**config.mk**
```make
export PLATFORM = sky130hd
export DESIGN_NAME = fpc_issue_queue
export DESIGN_NICKNAME = d
export VERILOG_FILES = /design/src/rtl/fpc_issue_queue.sv
export SDC_FILE = /design/constraint.sdc
export NUM_CORES = 1
export LEC_CHECK = 0
export BUFFER_PORTS_ARGS = -buffer_cell sky130_fd_sc_hd__clkbuf_2
export CAP_MARGIN = 20
export CORE_MARGIN = 1
export CORE_UTILIZATION = 40
export CTS_BUF_LIST = sky130_fd_sc_hd__clkbuf_8
export CTS_CLUSTER_DIAMETER = 120
export DETAILED_ROUTE_END_ITERATION = 8
export GPL_TIMING_DRIVEN = 0
export PLACE_DENSITY = 0.66
export SLEW_MARGIN = 20
export SYNTH_ARGS = -nofsm -noshare
export SYNTH_HDL_FRONTEND = slang
export SYNTH_SLANG_ARGS = --single-unit
```
**constraint.sdc**
```tcl
create_clock -name clk -period 2.4 [get_ports clk]
set_clock_uncertainty 0.1 [all_clocks]
set_input_delay 0.24 -clock clk [delete_from_list [all_inputs] [get_ports clk]]
set_output_delay 0.24 -clock clk [all_outputs]
set_load 0.01 [all_outputs]
```
**src/rtl/fpc_issue_queue.sv**
```systemverilog
// Operand FIFO and single-outstanding issue sequencer in front of the bf16 Fpc add/mul core.
// Optional WAIT watchdog enabled by defining FPC_ISSUE_TIMEOUT_EN.
module fpc_issue_queue #(
  parameter int unsigned DEPTH   = 4,
  parameter int unsigned TIMEOUT = 8
) (
  input  logic                         clk,
  input  logic                         rst,
  input  logic                         op_valid,
  output logic                         op_ready,
  input  logic [15:0]                  op_a,
  input  logic [15:0]                  op_b,
  input  logic                         op_mode,
  output logic                         fpc_in_valid,
  output logic [15:0]                  fpc_in_a,
  output logic [15:0]                  fpc_in_b,
  output logic                         fpc_mode,
  input  logic                         fpc_out_valid,
  input  logic [15:0]                  fpc_out,
  output logic                         res_valid,
  input  logic                         res_ready,
  output logic [15:0]                  res_data,
  output logic                         res_err,
  output logic [$clog2(DEPTH+1)-1:0]   count
);

  localparam int unsigned AW = $clog2(DEPTH);
  localparam int unsigned CW = $clog2(DEPTH + 1);
  localparam int unsigned OW = 33;

  if (DEPTH < 2 || (DEPTH & (DEPTH - 1)) != 0 || TIMEOUT == 0) begin : g_bad_cfg
    $error("fpc_issue_queue: DEPTH must be a power of 2 >= 2 and TIMEOUT nonzero");
  end

  typedef enum logic [1:0] {S_IDLE, S_ISSUE, S_WAIT, S_HOLD} state_t;

  state_t          state_q, state_d;
  logic [OW-1:0]   mem [DEPTH];
  logic [OW-1:0]   head;
  logic [AW-1:0]   wr_ptr, rd_ptr;
  logic            push, pop;
  logic [CW-1:0]   count_nxt;
  logic            in_valid_d, mode_d, res_valid_d;
  logic [15:0]     a_d, b_d, res_data_d;

  assign push      = op_valid & op_ready;
  assign head      = mem[rd_ptr];
  assign count_nxt = count + CW'(push) - CW'(pop);

  // Operand storage; contents are don't-care until written
  always_ff @(posedge clk) begin
    if (push) mem[wr_ptr] <= {op_mode, op_a, op_b};
  end

  // FIFO pointers and occupancy; ready is registered from next occupancy so full blocks pushes
  always_ff @(posedge clk or posedge rst) begin
    if (rst) begin
      wr_ptr   <= '0;
      rd_ptr   <= '0;
      count    <= '0;
      op_ready <= 1'b1;
    end else begin
      if (push) wr_ptr <= wr_ptr + AW'(1);
      if (pop)  rd_ptr <= rd_ptr + AW'(1);
      count    <= count_nxt;
      op_ready <= (count_nxt != CW'(DEPTH));
    end
  end

`ifdef FPC_ISSUE_TIMEOUT_EN
  localparam int unsigned TW = $clog2(TIMEOUT + 1);
  logic [TW-1:0] wd_q, wd_d;
  logic          res_err_d;
`endif

  // Next-state and registered-output values
  always_comb begin
    state_d     = state_q;
    pop         = 1'b0;
    in_valid_d  = 1'b0;
    a_d         = fpc_in_a;
    b_d         = fpc_in_b;
    mode_d      = fpc_mode;
    res_valid_d = res_valid;
    res_data_d  = res_data;
`ifdef FPC_ISSUE_TIMEOUT_EN
    wd_d        = wd_q;
    res_err_d   = res_err;
`endif
    case (state_q)
      S_IDLE: begin
        if (count != '0) begin
          pop                = 1'b1;
          {mode_d, a_d, b_d} = head;
          in_valid_d         = 1'b1;
          state_d            = S_ISSUE;
        end
      end
      S_ISSUE: begin
        state_d = S_WAIT;
`ifdef FPC_ISSUE_TIMEOUT_EN
        wd_d    = '0;
`endif
      end
      S_WAIT: begin
        if (fpc_out_valid) begin
          res_data_d  = fpc_out;
          res_valid_d = 1'b1;
          state_d     = S_HOLD;
        end
`ifdef FPC_ISSUE_TIMEOUT_EN
        else if (wd_q == TW'(TIMEOUT - 1)) begin
          res_data_d  = 16'h7FC0;
          res_err_d   = 1'b1;
          res_valid_d = 1'b1;
          state_d     = S_HOLD;
        end else begin
          wd_d = wd_q + TW'(1);
        end
`endif
      end
      S_HOLD: begin
        if (res_ready) begin
          res_valid_d = 1'b0;
`ifdef FPC_ISSUE_TIMEOUT_EN
          res_err_d   = 1'b0;
`endif
          state_d     = S_IDLE;
        end
      end
      default: state_d = S_IDLE;
    endcase
  end

  always_ff @(posedge clk or posedge rst) begin
    if (rst) begin
      state_q      <= S_IDLE;
      fpc_in_valid <= 1'b0;
      fpc_in_a     <= '0;
      fpc_in_b     <= '0;
      fpc_mode     <= 1'b0;
      res_valid    <= 1'b0;
      res_data     <= '0;
    end else begin
      state_q      <= state_d;
      fpc_in_valid <= in_valid_d;
      fpc_in_a     <= a_d;
      fpc_in_b     <= b_d;
      fpc_mode     <= mode_d;
      res_valid    <= res_valid_d;
      res_data     <= res_data_d;
    end
  end

`ifdef FPC_ISSUE_TIMEOUT_EN
  always_ff @(posedge clk or posedge rst) begin
    if (rst) begin
      wd_q    <= '0;
      res_err <= 1'b0;
    end else begin
      wd_q    <= wd_d;
      res_err <= res_err_d;
    end
  end
`else
  assign res_err = 1'b0;
`endif

endmodule
```
==> flow_metrics.tcl, run 1 <==
set metrics [dict create \
    grt_util_all_layers 0.162 \
    end_kind "flip-flop" \
    cts_buffer_depth 2 \
    clkPwrFrac 0.206 \
    cts.sinks 193 \
    tritoncts "done" \
    cap_violations 0 \
    cts_buffers 17 \
    floorplan.die_area_um2 18800 \
    slowest_delay_ns 0.45 \
    ir_drop_v 0.000555 \
    htree_levels 4 \
    routedWlPerCell_um 16.9 \
    rows 49 \
    synth-warning-count 0 \
    syn_inst 402 \
    holdWs_ns 0.118 \
    power.leakage_nw 3.80 \
    max_freq_ghz 0.432 \
    critPathArrivalTime_ns 2.60 \
    syn-cell-area_um2 7300 \
    start_util 0.408 \
    avgViaCountPerCell 4.79 \
    ys.flop_type "edfxtp_1" \
    place.port_buffers 108 \
    grt_pass1_vias 4200 \
    crit_required_ns 2.68 \
    min_period_ns 2.31 \
    tightest_slew_ns 0.511 \
    postSynthRegisterBits 193 \
    syn_to_final_growth_pct 28.3 \
    synth.area.top_cells "edfxtp_1 (54%), dfrtp_1 (21%), mux4_2 (8.6%)" \
    yosys.cell_types.count 27 \
    critPathKind "flip-flop to flip-flop" \
    drc 0 \
    synth_area_per_cell_um2 18.2 \
    layout.cells.non_filler 835 \
    path_delay_family "adder cells" \
    ant_nets 0 \
    path_buf_inv 3 \
    ios 110 \
    postLayoutCoreUtil 0.523 \
    core-area_um2 17900 \
    drt-total-wl_um 14100 \
    drtIter0Drc 201 \
    place.gp.congestion 0.661 \
    relSlewSlack 0.660 \
    rsz0062_at_grt "true" \
    num_vias 3997 \
    clk_latency_ns 0.45 \
    grt_pass1_wl_um 21800 \
    async_reset_ff_frac 0.316 \
    nets 657 \
    grt_overflow 0 \
    hold_path_class "input port to flip-flop" \
    p_sw_mw 3.68 \
    synth.net_count 466 \
    antennaDiodeCount 0 \
    slew_viol_final 0 \
    crit_slowest_cell "dfrtp_2" \
    crit_fanout 4 \
    outcome "completed" \
    seq_area_frac_synth 0.753 \
    power_frac_seq 0.436 \
    swShare 0.327 \
    dr.pass1.iters 5 \
    root_buffer "clkbuf_8" \
    pwr-share-comb 0.357 \
    die_height_um 137 \
    die_w_um 137 \
    final_hold_viol_count 0 \
    yosysTopAreaCell "edfxtp_1" \
    cp_cell_sequence "o31ai_4 -> inv_2 -> ha_4 -> inv_4 -> ha_4 -> inv_2 -> fa_2 -> xnor2_2 -> xnor2_2 -> nand3b_1" \
    synth_edf_count 132 \
    cp-start-kind "flip-flop" \
    drive_above_1_share 0.384 \
    internal-power_mw 7.58 \
    final-setup-viol-count 0 \
    synth_top_area_share 0.543 \
    grt_max_degree 43 \
    clk_pin_slew_ns 0.10 \
    total_power_mw 11.3 \
    placed_cells 744 \
    antenna_found_initial 0 \
    hpwl_um 9100 \
    power.density_nw_per_um2 1200 \
    min_period_over_period 0.964 \
]
## cell usage in the layout, fill, tap and decap left out, types with 8 or more instances in the layout
cell type	netlist	routed
edfxtp_1	132	132
clkbuf_2	0	108
nand2_1	102	102
dfrtp_1	60	57
dlygate4sd3_1	0	53
mux4_2	28	28
mux2_2	18	18
clkbuf_8	0	17
buf_2	11	10
buf_4	1	8
## state kept, by name (all words and copies together) (netlist names)
name,cells
mem,132
fpc_in_a,16
fpc_in_b,16
res_data,16
count,3
rd_ptr,2
state_q,2
wr_ptr,2
fpc_in_valid,1
fpc_mode,1
op_ready,1
res_valid,1
## per-stage QoR
stage / TNS [ns] / setup slack, ns / cell area (µm²)
after global placement: -53.56 / -0.609 / 8170
after CTS: 0 / 0.00715 / 9360
after detailed placement: -0.887 / -0.403 / 8310
after global routing: -0.0109 / -0.00956 / 9360
after floorplan: -0.0287 / -0.0287 / 7340
final: 0 / 0.0864 / 9360
## worst paths after layout
| kind | from | slack, ns | endpoint | depth (start not counted) |
|---|---|---|---|---|
| worst max register to register | count[2] | 0.09 | op_ready | 10 |
| worst max-delay path | count[2] | 0.09 | op_ready | 10 |
| min in group asynchronous | rst | 0.19 | res_data[8] | 3 |
| worst min register to register | fpc_in_b[0] | 0.38 | fpc_in_b[0] | 2 |
| max in group asynchronous | rst | 1.43 | op_ready | 4 |
| worst min-delay path | op_valid | 0.12 | wr_ptr[0] | 3 |
## metal layers
metal  up-vias  track usage  part of all wire
met4         0       0.0623             0.014
met2       116        0.274              0.50
met3        15       0.0344             0.041
met5         -            0                 0
li1       1860            -                 -
met1      2006        0.203              0.44
## power groups by stage
stage	sequential, mW	combinational (mW)	clock (mW)
after floorplan	5.19	2.31	0
after global placement	5.00	3.62	0
after detailed placement	5.03	3.86	0
after CTS	4.93	4.11	2.39
after global routing	5.01	4.46	2.51
final	4.91	4.03	2.33
## synth_stat cells, drive strengths merged (4+ instances only)
master / instances
mux2: 18
dfrtp: 60
inv: 11
buf: 16
nand2: 102
xnor2: 5
and3: 4
ha: 9
mux4: 33
edfxtp: 132
## tightest hold or removal path: cells and delay by family
kind	cells	cell delay (ns)
and+or+nand+nor	1	0.19
buffers and inverters	1	0.12
xor gates and xnor gates	1	0.10
## what timing repair did
action / in CTS / in global routing
pin swaps: 4 / 6
gates resized for setup: 4 / 3
hold endpoints to repair: 209 / 0
hold buffers: 53 / 0
buffers inserted: 6 / 1
setup endpoints to repair: 3 / 2
## cells by family (layout without fill, tap and decap cells)
logic type	count (synthesis)	count (layout)	share of synthesized area
compound gates	6	6	0.00806
xor+xnor	5	5	0.00600
fa+ha+maj	10	10	0.0182
buf+inv	27	231	0.0240
flops	193	193	0.753
mux	51	51	0.132
other cells	1	1	0.000514
simple gates	109	109	0.0585
## layout make-up
cell class	count	area (µm²)
repair buffers	173	1260
inverters	11	46.3
flip-flops and latches	193	5500
fillers	1500	8540
clock inverters	15	219
multi-input cells	182	1690
plain buffers	15	129
clock buffers	17	234
well taps	229	287
Note: power is estimated with default switching activity, not from simulation.
==> inputs of run 2 (changes only) <==
--- a/constraint.sdc
+++ b/constraint.sdc
@@ -4,2 +4,2 @@
 set_output_delay 0.24 -clock clk [all_outputs]
-set_load 0.01 [all_outputs]
+set_load 0.05 [all_outputs]
==> flow_metrics.tcl, run 2 (same netlist as run 1, synthesis figures left out) <==
set metrics [dict create \
    avgViaCountPerCell 4.75 \
    min_period_ns 2.30 \
    layout.cells.non_filler 836 \
    die_height_um 137 \
    setup.worst_path.start "state_q[0]" \
    regMostFlops "mem" \
    grt_max_degree 38 \
    cts_buffers 17 \
    final-setup-viol-count 0 \
    clk_pin_slew_ns 0.10 \
    place.port_buffers 108 \
    min_from "op_valid" \
    critPathKind "flip-flop to flip-flop" \
    hold_path_class "input port to flip-flop" \
    hpwl_um 8930 \
    drive_above_1_share 0.387 \
    final_hold_viol_count 0 \
    rows 49 \
    drc 0 \
    max_freq_ghz 0.435 \
    drt-total-wl_um 14100 \
    grt_util_all_layers 0.159 \
    num_vias 3972 \
    critPathArrivalTime_ns 2.59 \
    nFillCells 1491 \
    min_period_over_period 0.958 \
    grt_overflow 0 \
    root_buffer "clkbuf_8" \
    clk_latency_ns 0.46 \
    slew_viol_final 0 \
    die_w_um 137 \
    start_util 0.408 \
    holdWs_ns 0.102 \
    ant_nets 0 \
    final_common_cell "edfxtp_1" \
    cts.sinks 193 \
    crit_required_ns 2.69 \
    end_kind "flip-flop" \
    fin_ws_ns 0.102 \
    cts_buffer_depth 2 \
    drtIter0Drc 134 \
    clkPwrFrac 0.162 \
    htree_levels 4 \
    total_power_mw 12.3 \
    routedWlPerCell_um 16.9 \
    grt_pass1_wl_um 21300 \
    outcome "completed" \
    crit_fanout 3 \
    grt_pass1_vias 4062 \
    pwr-share-comb 0.437 \
    postLayoutCoreUtil 0.518 \
    dpl_worst_slack_ns -0.412 \
    ios 110 \
    swShare 0.410 \
    antenna_found_initial 0 \
    ir_drop_v 0.000656 \
    rr_startpoint "state_q[0]" \
    power.leakage_nw 3.75 \
    core-area_um2 17900 \
    power_frac_seq 0.401 \
    nets 658 \
    cp-start-kind "flip-flop" \
    syn_to_final_growth_pct 27.2 \
    place.gp.congestion 0.650 \
    internal-power_mw 7.26 \
    largest_register_ffs 132 \
    tritoncts "done" \
    cap_violations 0 \
    floorplan.die_area_um2 18800 \
    p_sw_mw 5.05 \
    antennaDiodeCount 0 \
    final_cell_mix "edfxtp_1 (132), clkbuf_2 (108), nand2_1 (102)" \
    rsz0062_at_grt "false" \
    placed_cells 744 \
    power.density_nw_per_um2 1330 \
    dr.pass1.iters 7 \
]
## run 2: per-stage QoR
stage | TNS, ns | area, µm²
floorplan | -0.243 | 7340
global placement | -52.52 | 8170
detailed placement | -0.937 | 8290
CTS | 0 | 9270
global route | 0 | 9280
finish | 0 | 9280
## run 2: timing repair
action | CTS | global route
endpoints found under the hold margin | 205 | 0
buffers inserted | 7 | 1
resized for setup | 5 | 2
pin swaps | 3 | 6
setup endpoints to repair | 3 | 2
hold buffers | 53 | 0
## run 2: worst paths after layout
check / endpoint / slack [ns] / cells past startpoint
setup / recovery: op_ready / 0.10 / 12
hold / removal: wr_ptr[0] / 0.10 / 3
setup reg to reg: op_ready / 0.10 / 12
hold reg to reg: fpc_in_a[1] / 0.38 / 2
max in group asynchronous: op_ready / 1.41 / 4
min in group asynchronous: res_data[2] / 0.20 / 3
## run 2: cell type report
| cell class | instances | area [µm²] | share of cell area |
|---|---|---|---|
| plain buffers | 15 | 129 | 0.0139 |
| clock buffers | 17 | 234 | 0.0252 |
| clock inverters | 15 | 141 | 0.0152 |
| inverters | 11 | 43.8 | 0.00472 |
| multi-input cells | 182 | 1700 | 0.184 |
| flip-flops and latches | 193 | 5500 | 0.592 |
| well taps | 229 | 287 | 0.0309 |
| repair buffers | 174 | 1250 | 0.134 |
## run 2: critical path, cell delays in order, from the launching register on
cell and delay, ns:
dfrtp_1 0.43, inv_2 0.12, ha_4 0.17, o31ai_4 0.09, inv_2 0.12, ha_4 0.21
inv_2 0.06, ha_4 0.12, inv_2 0.03, fa_2 0.34, xnor2_2 0.21, xnor2_2 0.15
nand3b_1 0.09
## run 2: layer usage
layer,vias up,GRT usage,wire [µm]
li1,1864,-,-
met4,0,0.0580,182
met5,-,0,0
met1,1984,0.188,6050
met3,17,0.0374,586
met2,107,0.279,7320
## run 2: power by group through the flow
stage / clock (mW) / combinational (mW) / sequential, mW
after floorplan: 0 / 2.31 / 6.53
after global placement: 0 / 4.98 / 5.01
after detailed placement: 0 / 5.21 / 5.04
after CTS: 2.05 / 5.51 / 4.94
after global routing: 2.18 / 5.83 / 5.02
final: 1.99 / 5.38 / 4.93
